<file path="src/rtl/noc_pkg.sv">
// Shared NoC definitions: packet type and the grant-merge FSM state encoding.
package noc_pkg;

    localparam int PKT_W = 33;

    typedef logic [PKT_W-1:0] pkt_t;

    typedef enum logic {
        GM_IDLE,
        GM_WAIT_DATA
    } gm_state_t;

endpackage : noc_pkg

</file>
<file path="src/rtl/gm_fifo.sv">
// Small synchronous FIFO buffering merged packets toward the router port.
// Push and pop in the same cycle are both honoured; the head is presented
// combinationally from storage and forced to zero while the FIFO is empty.
module gm_fifo #(
    parameter int WIDTH = 33,
    parameter int DEPTH = 2
) (
    input  logic             clk,
    input  logic             rst_n,
    input  logic             push,
    input  logic [WIDTH-1:0] push_data,
    output logic             full,
    output logic             out_valid,
    input  logic             out_ready,
    output logic [WIDTH-1:0] out_data
);

    localparam int PTR_W = $clog2(DEPTH);
    localparam int CNT_W = $clog2(DEPTH) + 1;

    logic [WIDTH-1:0] mem [DEPTH];
    logic [PTR_W-1:0] wr_ptr;
    logic [PTR_W-1:0] rd_ptr;
    logic [CNT_W-1:0] count;
    logic             push_en;
    logic             pop_en;

    // A push is dropped if the FIFO is full; the parent never offers one then.
    assign full      = (count == CNT_W'(DEPTH));
    assign out_valid = (count != '0);
    assign push_en   = push && !full;
    assign pop_en    = out_valid && out_ready;
    assign out_data  = out_valid ? mem[rd_ptr] : '0;

    // Packet storage written on push.
    // NOTE: storage has no reset; out_data is masked while empty, so stale
    // entries are never visible and the array can map onto plain flops/RAM.
    always_ff @(posedge clk) begin
        if (push_en) begin
            mem[wr_ptr] <= push_data;
        end
    end

    // Pointer and occupancy bookkeeping; DEPTH is a power of two so pointers wrap naturally.
    always_ff @(posedge clk or negedge rst_n) begin
        if (!rst_n) begin
            wr_ptr <= '0;
            rd_ptr <= '0;
            count  <= '0;
        end else begin
            if (push_en) begin
                wr_ptr <= wr_ptr + PTR_W'(1);
            end
            if (pop_en) begin
                rd_ptr <= rd_ptr + PTR_W'(1);
            end
            case ({push_en, pop_en})
                2'b10:   count <= count + CNT_W'(1);
                2'b01:   count <= count - CNT_W'(1);
                default: count <= count;
            endcase
        end
    end

endmodule : gm_fifo

</file>
<file path="src/rtl/grant_merge.sv">
// Grant-driven merge stage: accepts one grant from the arbiter, then forwards
// exactly one packet from the granted input into the output FIFO. The input
// that is not granted is back-pressured, so packets never interleave.
// All ready outputs are decoded from registered state only.
module grant_merge
    import noc_pkg::*;
#(
    parameter int WIDTH = PKT_W,
    parameter int DEPTH = 2
) (
    input  logic             clk,
    input  logic             rst_n,
    input  logic             sel_valid,
    output logic             sel_ready,
    input  logic             sel_data,
    input  logic             in0_valid,
    output logic             in0_ready,
    input  logic [WIDTH-1:0] in0_data,
    input  logic             in1_valid,
    output logic             in1_ready,
    input  logic [WIDTH-1:0] in1_data,
    output logic             out_valid,
    input  logic             out_ready,
    output logic [WIDTH-1:0] out_data
);

    gm_state_t        state;
    logic             grant;
    logic             fifo_full;
    logic             in_fire;
    logic [WIDTH-1:0] push_data;

    // Ready decode from state, latched grant and FIFO occupancy only.
    // NOTE: every output gets a default first so no path leaves it unassigned
    // and no latch is inferred.
    always_comb begin
        sel_ready = 1'b0;
        in0_ready = 1'b0;
        in1_ready = 1'b0;
        if (state == GM_IDLE) begin
            sel_ready = 1'b1;
        end else begin
            in0_ready = !grant && !fifo_full;
            in1_ready =  grant && !fifo_full;
        end
    end

    assign in_fire   = grant ? (in1_valid && in1_ready) : (in0_valid && in0_ready);
    assign push_data = grant ? in1_data : in0_data;

    // Grant/data handshake FSM: IDLE takes a grant, WAIT_DATA takes one packet.
    // NOTE: non-blocking assignments keep every register updating from the
    // pre-edge values, independent of statement order.
    always_ff @(posedge clk or negedge rst_n) begin
        if (!rst_n) begin
            state <= GM_IDLE;
            grant <= 1'b0;
        end else begin
            case (state)
                GM_IDLE: begin
                    if (sel_valid) begin
                        grant <= sel_data;
                        state <= GM_WAIT_DATA;
                    end
                end
                GM_WAIT_DATA: begin
                    if (in_fire) begin
                        state <= GM_IDLE;
                    end
                end
                default: state <= GM_IDLE;
            endcase
        end
    end

    gm_fifo #(
        .WIDTH (WIDTH),
        .DEPTH (DEPTH)
    ) u_fifo (
        .clk       (clk),
        .rst_n     (rst_n),
        .push      (in_fire),
        .push_data (push_data),
        .full      (fifo_full),
        .out_valid (out_valid),
        .out_ready (out_ready),
        .out_data  (out_data)
    );

endmodule : grant_merge

</file>
<file path="config.mk">
export PLATFORM = sky130hd
export DESIGN_NAME = grant_merge
export DESIGN_NICKNAME = d
export VERILOG_FILES = /design/src/rtl/noc_pkg.sv /design/src/rtl/gm_fifo.sv /design/src/rtl/grant_merge.sv
export SDC_FILE = /design/constraint.sdc
export NUM_CORES = 1
export LEC_CHECK = 0
export BUFFER_PORTS_ARGS = -buffer_cell sky130_fd_sc_hd__buf_4
export CAP_MARGIN = 0
export CORE_ASPECT_RATIO = 0.7
export CORE_MARGIN = 1.5
export CORE_UTILIZATION = 45
export CTS_CLUSTER_SIZE = 30
export DETAILED_ROUTE_END_ITERATION = 10
export PLACE_DENSITY = 0.82
export SLEW_MARGIN = 10
export SYNTH_ARGS = -nofsm -noshare
export SYNTH_HDL_FRONTEND = slang
export SYNTH_SLANG_ARGS = --single-unit
export TNS_END_PERCENT = 5
</file>
<file path="constraint.sdc">
create_clock -name clk -period 8.73 [get_ports clk]
set_clock_uncertainty 0.15 [all_clocks]
set_input_delay 1.746 -clock clk [delete_from_list [all_inputs] [get_ports clk]]
set_output_delay 1.746 -clock clk [all_outputs]
set_load 0.03 [all_outputs]
</file>
# Yosys cells after proc, flatten, opt, wreduce, memory -nomap -nowiden
# Memory sizes are Yosys's and may differ from the RTL's.
# Index checks and enable logic that the tools add are counted.
# Widths: inputs -> output; s select.
# word_totals
regBits,6
ramBits,66
out_inout_bits,37
memories,1
# op_classes
n_addsub,4
eq_ne,3
n_mux,12
n_bitwise,1
reduce_logical,11
# mem_list
name,words,word_bits,rd,rd_ports_with_merged_regs,write_ports,line,source
u_fifo.mem,2,33,1,0,1,gm_fifo.sv:21,logic [WIDTH-1:0] mem [DEPTH];
# ops
op,n
$mux 33,2
$mux 1,8
$logic_and 1x1->1,6
$eq 2x2->1 const B,2
$pmux 2 s2,1
$reduce_bool 2->1,2
$add 1x1->1 const B,2
$add 2x1->2 const B,1
$eq 2x1->1 const B,1
$logic_not 1->1,2
$pmux 1 s2,1
$reduce_and 2->1,1
$sub 2x1->2 const B,1
$not 1->1,1

# Logic depth before layout (Yosys ltp)
# Gate-level depths: netlist (run 1).
# depth
depth_word,9
ltp_mapped,7

# By module
# A second synthesis (run 1) with hierarchy kept.
# unflattened
cells_unflattened,207
hier_area_um2,3350.7
# modules_own_cells
mod,instances,cells_per_inst,area_per_inst_um2,seq_area_each_um2
gm_fifo,1,158,2700.1,2082.0
grant_merge,1,49,650.6,50.0

# Worst setup path before layout (run 1)
# Ideal clock, no wire load.
# synth_path
kind,in2reg
from,input port in0_valid
to,"memory u_fifo.mem[0][0], enable pin"
setup_ns,0.423
t_arrival_ns,3.384
t_required_ns,8.157
path_slack_ns,4.772
path_stages,3
path_buffers,0
path_cell_list,mux2_4 -> o211ai_4 -> nor2_1
# synth_via
elab_chain_cells,5
# synth_rtl
element,line,source
from (decl),grant_merge.sv:16,"input logic in0_valid,"
$logic_and 1x1->1,grant_merge.sv:48,assign in_fire = grant ? (in1_valid && in1_ready) : (in0_valid && in0_ready);
$mux 1,grant_merge.sv:48,
$logic_and 1x1->1,gm_fifo.sv:31,assign push_en = push && !full;
$mux 1,gm_fifo.sv:39,if (push_en) begin
$mux 1 (implied by the code),gm_fifo.sv:40,mem[wr_ptr] <= push_data;
to (decl),gm_fifo.sv:21,
# No other way between the ends.

# Worst setup path in the final report (run 1)
# layout_path
from,register u_fifo.rd_ptr
to,output port out_data[22]
# layout_via
elab_chain_cells,2
# layout_rtl
element,line,source
from (decl),gm_fifo.sv:23,logic [PTR_W-1:0] rd_ptr;
from (signal assigned),gm_fifo.sv:55,rd_ptr <= rd_ptr + PTR_W'(1);
$mem_v2 2x33,--,
$mux 33,gm_fifo.sv:33,assign out_data = out_valid ? mem[rd_ptr] : '0;
to (decl),grant_merge.sv:24,output logic [WIDTH-1:0] out_data
# No other way between the ends.

==> results by stage, run 1 <==
GRT:
- Entering global routing, the biggest net connects 37 pins.
- The global-route wire length before repair is 9480 um.
- The number of global-route vias before repair is 2,005.
- The overall global routing resource usage is 0.165.
- The remaining global-route overflow is 0.
- The initial antenna violation count is 0.

Worst setup path:
- Of all nets on the critical path, the largest fanout is 34.
- The number of cells on the worst reg-to-reg path is 4.
- The launch instance of the worst register-to-register path is grant.
- Counting both buffers and inverters, the worst setup path holds a total of 1.
- Data on the critical path arrives at its endpoint at 1.95 ns.
- The startpoint of the worst setup timing path is u_fifo.rd_ptr.
- On the worst path, the slowest cell contributes a delay of 1.03 ns.
- The slowest stage of the critical path is the sky130_fd_sc_hd__dfrtp_2 cell.
- The critical path depth in cells is 3.
- The data required time of the worst path is 6.83 ns.
- The kind of end point of the critical path is an output port.
- The type of element launching the critical path is a flop.
- The critical path goes through mux2i_1, nor2_1, buf_4.
- Grouping stages by cell kind, the critical path spends the most delay in flip-flops.
- The critical path in this run is classified as flop to output port.

Hold path:
- The worst hold path begins at u_fifo.wr_ptr.
- The tightest min-delay check is of the flop to flop type.
- Along the worst hold path, the cell count comes to 1.

Pwr:
- The power density of the placed cells is 379 mW/mm^2.
- The switching power total is 0.000644 W.
- The clock network fraction of total power is 0.169.
- The net switching fraction of the power is 0.394.
- The share of power burned in combinational logic is 0.473.
- The design internal power is 0.000989 W.
- Overall power consumption after layout is estimated at 0.00163 W.
- The peak ir drop on the vdd network is 0.178 mV.
- Of the total power, registers draw 0.359.
- The leakage power of the design is 1.79 nW.

Floorplanning:
- The boundary pin count is 110.
- The floorplan step defined a die boundary enclosing 0.00764 mm^2.
- The floorplan step set the die width to 104 um.
- The core region is 0.00682 mm^2.
- The chip height is 73.6 um.
- The number of core rows is 25.
- The initial utilization of the core area, before any placement, comes to 0.470.

Clocking:
- Buffers inserted during clock tree synthesis total 9.
- After clock tree synthesis, the flow added hold-fix buffers numbering 0.
- The number of resized instances in the post-cts repair step is 0.
- The number of clock sinks is 72.
- At the later pin of the worst-skew pair, clock insertion delay measures 0.33 ns.
- The clock transition at the registers of the reported paths is 0.07 ns.
- The H-tree was split into 3 levels.
- TritonCTS built the clock tree.
- No sink is reached through more buffers than the 2 on the longest clock path.
- The post-CTS setup-driven buffer insertion count is 0.
- The root buffer cell chosen for the clock tree is sky130_fd_sc_hd__clkbuf_8.

Finish:
- After the last flow step, the layout net total stands at 390.
- The layout cell share with drive strength beyond 1 is 0.511.
- The post-synthesis to final-layout area growth is 34.5%.
- In the final layout, the multi-input gates occupy 997 um^2.
- Counting the fill cells in the layout gives 513.
- The top cell types in the final layout, fill and taps aside, are 110 x sky130_fd_sc_hd__buf_4, 66 x sky130_fd_sc_hd__edfxtp_1, 36 x sky130_fd_sc_hd__nor2_1.
- The final antenna diode count is 0.
- The library cell used most frequently in the layout, excluding fill and tap cells, is sky130_fd_sc_hd__buf_4.
- Registers take 0.00213 mm^2.

Logic synthesis:
- Synthesis produced a netlist whose cell count is 206.
- Averaged over all synthesized cells, the footprint is 15.5 um^2.
- The post-synth design cell area is 0.00320 mm^2.
- Of the synthesized area, sequential elements account for 0.666.
- When the netlist entered floorplanning its net count stood at 280.
- The portion of synthesized cell area occupied by the leading cell type is 0.619.
- The cell taking the most area after synthesis is sky130_fd_sc_hd__edfxtp_1.
- After synthesis, the cell types taking the most area are sky130_fd_sc_hd__edfxtp_1 62%, sky130_fd_sc_hd__mux2_2 12%, sky130_fd_sc_hd__mux2i_1 10%, sky130_fd_sc_hd__dfrtp_1 4.7%, sky130_fd_sc_hd__nor2_1 4.5%.
- The count of different cell masters after synthesis is 20.
- The synthesized design contains 72 register bits.
- The yosys synthesis warning count is 0.

Timing:
- The count of pins over their slew limit is 0.
- The slew of the pin with the lowest slew margin is 1.00 ns.
- Adding up every negative setup slack in the final design gives 0 ns.
- Setup violations remaining at the end of the flow were counted as 0.
- The minimum period implied by the final worst setup slack is 3.85 ns.
- The headroom to the max-slew limit is 0.333.
- Setup repair after global routing left no endpoint under its margin.
- The number of hold violations in the final report is 0.
- The ratio of final minimum period to clock period is 0.441.
- The highest attainable clock frequency is 260 MHz.

Routing:
- The first detailed-routing pass took 4 iterations.
- The overall routed net length is 5990 um.
- The detailed-route DRC error count is 0.
- After detailed routing, the average wire length per cell comes to 14.4 um.
- Once detail routing completed, the nets flagged for antenna violations numbered 0.
- Using the TritonRoute via totals, the vias-per-cell ratio works out to 4.76.
- The iteration-0 DRC count of the detailed router is 48.
- Detailed routing inserted a total of 1,977 vias.

Placement:
- The count of buffers added on input and output ports is 109.
- At the end of routability-driven placement, the weighted congestion stood at 0.709.
- The detailed placer's ending HPWL is 3980 um.

Flow run:
- The tool flagged a number of max-cap violations equal to 0.

Run status:
- The run finished with clean final reports.
state kept, by name, indices dropped and copies added (netlist names):
| signal | count |
|---|---|
| grant | 1 |
| state | 1 |
| u_fifo.count | 2 |
| u_fifo.mem | 66 |
| u_fifo.rd_ptr | 1 |
| u_fifo.wr_ptr | 1 |
cell usage after synthesis, drive strengths merged:
| cell | n |
|---|---|
| o21ai | 1 |
| a21oi | 1 |
| mux2i | 33 |
| o21a | 1 |
| dfrtp | 6 |
| buf | 11 |
| mux2 | 34 |
| nor2 | 39 |
| xor2 | 1 |
| a31o | 1 |
| and2 | 1 |
| inv | 5 |
| xnor2 | 4 |
| ha | 1 |
| o211ai | 1 |
| edfxtp | 66 |
layout make-up:
cell class	instances	share of cell area
well taps	94	0.0273
flip-flops and latches	72	0.495
repair buffers	110	0.192
inverters	5	0.00436
multi-input cells	118	0.232
clock inverters	5	0.0189
clock buffers	11	0.0305
power groups by stage:
stage | sequential (W) | combinational (W) | clock [W]
after floorplan | 0.000548 | 0.000571 | 0
after global placement | 0.000590 | 0.000768 | 0
after detailed placement | 0.000596 | 0.000782 | 0
after CTS | 0.000588 | 0.000784 | 0.000281
after global routing | 0.000599 | 0.000829 | 0.000294
final | 0.000586 | 0.000772 | 0.000275
final timing paths:
check	to	slack, ns
max	out_data[22]	4.88
min	u_fifo.wr_ptr	0.40
max reg2reg	u_fifo.mem[1][11]	6.28
min reg2reg	u_fifo.wr_ptr	0.40
max in group asynchronous	u_fifo.rd_ptr	7.24
min in group asynchronous	state	1.06
kinds of logic (layout without fill, tap and decap cells):
kind of cell / Yosys count / after routing / synth area share
AOI/OAI and AO/OA: 5 / 5 / 0.0148
and+or+nand+nor: 40 / 40 / 0.0504
muxes: 67 / 67 / 0.224
xor gates and xnor gates: 5 / 5 / 0.0137
adders and majority gates: 1 / 1 / 0.00391
buffers and inverters: 16 / 131 / 0.0274
DFF: 72 / 72 / 0.666
metrics by stage:
step                      setup WS, ns  hold WS [ns]  utilization  instance area [um^2]  std cells
after floorplan                   4.77         0.318            -                  3200        206
after global placement            5.21         0.383        0.600                  4090        399
after detailed placement          5.20         0.398        0.600                  4090        399
after CTS                         4.83         0.406        0.631                  4310        415
after global routing              4.73         0.474        0.631                  4310        415
final                             4.88         0.405        0.631                  4310        415
layer usage:
layer | part of all wire | vias up | GRT usage | routed length (um)
met5 | 0 | - | 0 | 0
met4 | 0.0079 | 0 | 0.0586 | 47
met3 | 0.062 | 5 | 0.0657 | 374
met2 | 0.51 | 70 | 0.288 | 3080
met1 | 0.41 | 928 | 0.189 | 2480
li1 | - | 974 | - | -
Power figures use the tool's default switching activity.
==> run 2: changes to the inputs <==
--- a/config.mk
+++ b/config.mk
@@ -12,7 +12,7 @@
 export CORE_UTILIZATION = 45
 export CTS_CLUSTER_SIZE = 30
 export DETAILED_ROUTE_END_ITERATION = 10
-export PLACE_DENSITY = 0.82
+export PLACE_DENSITY = 0.85
 export SLEW_MARGIN = 10
 export SYNTH_ARGS = -nofsm -noshare
 export SYNTH_HDL_FRONTEND = slang
==> constraint.sdc (replaced) <==
create_clock -name clk -period 3.4 [get_ports clk]
set_clock_uncertainty 0.15 [all_clocks]
set_input_delay 0.68 -clock clk [delete_from_list [all_inputs] [get_ports clk]]
set_output_delay 0.68 -clock clk [all_outputs]
set_load 0.03 [all_outputs]
==> results by stage, run 2 (synthesis gave the netlist of run 1 again) <==
Run status:
- The flow ran to the end, and the final reports show no timing, DRC or antenna violations.

Clocking:
- The number of clock buffers inserted by TritonCTS is 9.
- The clock transition at the registers of the reported paths is 0.07 ns.
- The maximum buffer depth of the clock tree is 2.
- Clock latency on the worst-skew pair, taken at its later pin, is 0.33 ns.
- TritonCTS built the clock tree.
- The clock drives 72 sinks.
- The number of H-tree branching levels is 3.
- CTS placed an instance of sky130_fd_sc_hd__clkbuf_8 at the clock tree root.

Finish:
- The most common cell after layout, fill and taps aside is sky130_fd_sc_hd__buf_4.
- Leaving out fill and tap cells, the most frequent cells in the layout are 114 x sky130_fd_sc_hd__buf_4, 66 x sky130_fd_sc_hd__edfxtp_1, 36 x sky130_fd_sc_hd__nor2_1.
- The largest registers in the layout are u_fifo.mem (66), u_fifo.count (2).
- The total of fill cells in the finished design is 547.
- With fillers left out, the area of the finished cells amounts to 0.00429 mm^2.
- Compared with the post-synthesis result, the final layout area differs by 33.9%.
- The final antenna diode count is 0.
- The top register by number of flip-flops is u_fifo.mem.
- Of the cells placed in the final design, the portion with a size suffix greater than 1 is 0.517.
- The final net count is 395.
- The register with the most flip-flops in the layout has 66 of them.

Floorplanning:
- The chip height is 73.6 um.
- The floorplan step defined a die boundary enclosing 0.00764 mm^2.
- The region available for standard cell placement spans 0.00682 mm^2.
- The initial utilization of the core area, before any placement, comes to 0.470.
- In this run the core area contains 25 standard-cell rows.
- The horizontal extent of the die is 104 um.
- The boundary pin count is 110.

Timing:
- The slew of the pin with the lowest slew margin is 0.810 ns.
- The number of hold violations in the final report came to 0.
- The headroom to the max-slew limit is 0.459.
- The number of setup violations in the final report is 0.
- The smallest clock period supported by the final layout is computed as 2.70 ns.
- The count of pins over their slew limit is 0.
- The highest attainable clock frequency is 371 MHz.
- The ratio of final minimum period to clock period is 0.793.
- Adding up every negative setup slack in the final design gives 0 ns.
- Setup repair after global routing left no endpoint under its margin.

Worst setup path:
- For this run, the slowest stage of the critical path takes 0.71 ns.
- The kind of end point of the critical path is an output port.
- The startpoint identified for the worst register-to-register timing path is u_fifo.count[0].
- The critical path arrival is 1.87 ns.
- The slowest stage cell on the critical path is sky130_fd_sc_hd__dfrtp_2.
- The worst setup path is of the flop to output port kind.
- The depth of the worst register-to-register path is 6.
- Walking the worst path, the cells encountered are buf_4, mux2i_1, nor2_1, buf_4.
- The startpoint of the worst setup timing path is u_fifo.rd_ptr.
- The largest fanout on the critical path is 18.
- The library cell appearing most often on the critical path is sky130_fd_sc_hd__buf_4.
- The worst setup path is launched from a flop.
- The data required time of the worst path is 2.57 ns.

Pwr:
- Power spread over the standard cell area amounts to 947 mW/mm^2.
- VDD sags by at most 0.485 mV.
- The analysis attributes to cell leakage a power of 1.79 nW.

Routing:
- For this block, the initial DRC count from the detailed router was 72.
- The overall routed net length is 6200 um.
- The first TritonRoute pass finished after 4 iterations.
- The average via count per standard cell is 4.84.
- The via count is 2,029.
- Dividing the detail-routed wire length by the instance count gives 14.8 um.
- The detailed-route DRC error count is 0.
- The detail route stage leaves a number of antenna-violating nets equal to 0.

GRT:
- The number of global-route vias before repair is 2,138.
- The overall global routing resource usage is 0.171.
- The initial antenna violation count is 0.
- For this run the aggregate overflow at the end of global routing stands at 0.
- The largest net degree at the start of global routing is 37.
- The global-route wire length before repair is 9910 um.

Placement:
- The total of buffers placed on input and output ports is 109.
- The weighted congestion reported at the end of routability-driven placement is 0.667.
- Summing all placed instances gives a cell area of 0.00412 mm^2.
- After legalization and detailed placement, the total HPWL measured 4200 um.

Flow run:
- Across the run, the number of max-cap violations was 0.

Hold path:
- The worst hold path was traced through 2 stages.
- The worst hold path begins at sel_valid.
- The type of the tightest min-delay check is primary input to flop.
run 2: cell count changes in the layout (fill, tap and decap cells not counted), sizes merged:
cell,previous run,this run
buf,110,114
clkinvlp,0,1
dlygate4sd3,0,1
bufinv,2,0
run 2: layout make-up:
class / instances / area (um^2) / share of cell area
clock inverter: 4 / 22.5 / 0.00525
multi-input combinational: 118 / 997 / 0.233
clock buffer: 11 / 131 / 0.0306
inverter: 5 / 18.8 / 0.00438
timing repair buffer: 115 / 866 / 0.202
tap: 94 / 118 / 0.0274
sequential: 72 / 2130 / 0.498
run 2: timing repair:
| item | CTS | global route |
|---|---|---|
| resized for setup | 0 | 0 |
| endpoints found under the hold margin | 6 | 0 |
| hold buffers | 1 | 0 |
| buffers inserted | 0 | 0 |
run 2: critical path: cells and delay by family (launching register included):
kind,cells,cell delay (ns)
DFF,1,0.71
buffers and inverters,2,0.54
muxes,1,0.21
and+or+nand+nor,1,0.06
run 2: per-stage QoR:
stage               std cells  setup WS [ns]  hold WS, ns   util  total power, W
finish                    419          0.703        0.418  0.629         0.00406
global route              419          0.546        0.408  0.629         0.00429
CTS                       419          0.659        0.397  0.629         0.00412
detailed placement        403           1.05        0.341  0.605         0.00356
global placement          403           1.07        0.339  0.605         0.00350
floorplan                 206          0.508        0.234      -         0.00287
run 2: power by group:
part | total (W) | switching, W | internal [W]
logic | 0.00206 | 0.00123 | 0.000826
clock network | 0.000542 | 0.000285 | 0.000257
registers | 0.00146 | 0.000142 | 0.00132
total | 0.00406 | 0.00166 | 0.00240
run 2: path summary, 6_finish.rpt:
| kind | slack (ns) | end |
|---|---|---|
| min in group asynchronous | 0.55 | grant |
| max | 0.70 | out_data[10] |
| max in group asynchronous | 2.43 | u_fifo.rd_ptr |
| min | 0.42 | state |
| min reg2reg | 0.42 | u_fifo.wr_ptr |
| max reg2reg | 1.09 | u_fifo.count[1] |
run 2: per-layer routing:
metal	global-route usage	share of wire
met1	0.188	0.41
met2	0.310	0.51
met3	0.0603	0.062
met4	0.0694	0.015
met5	0	0
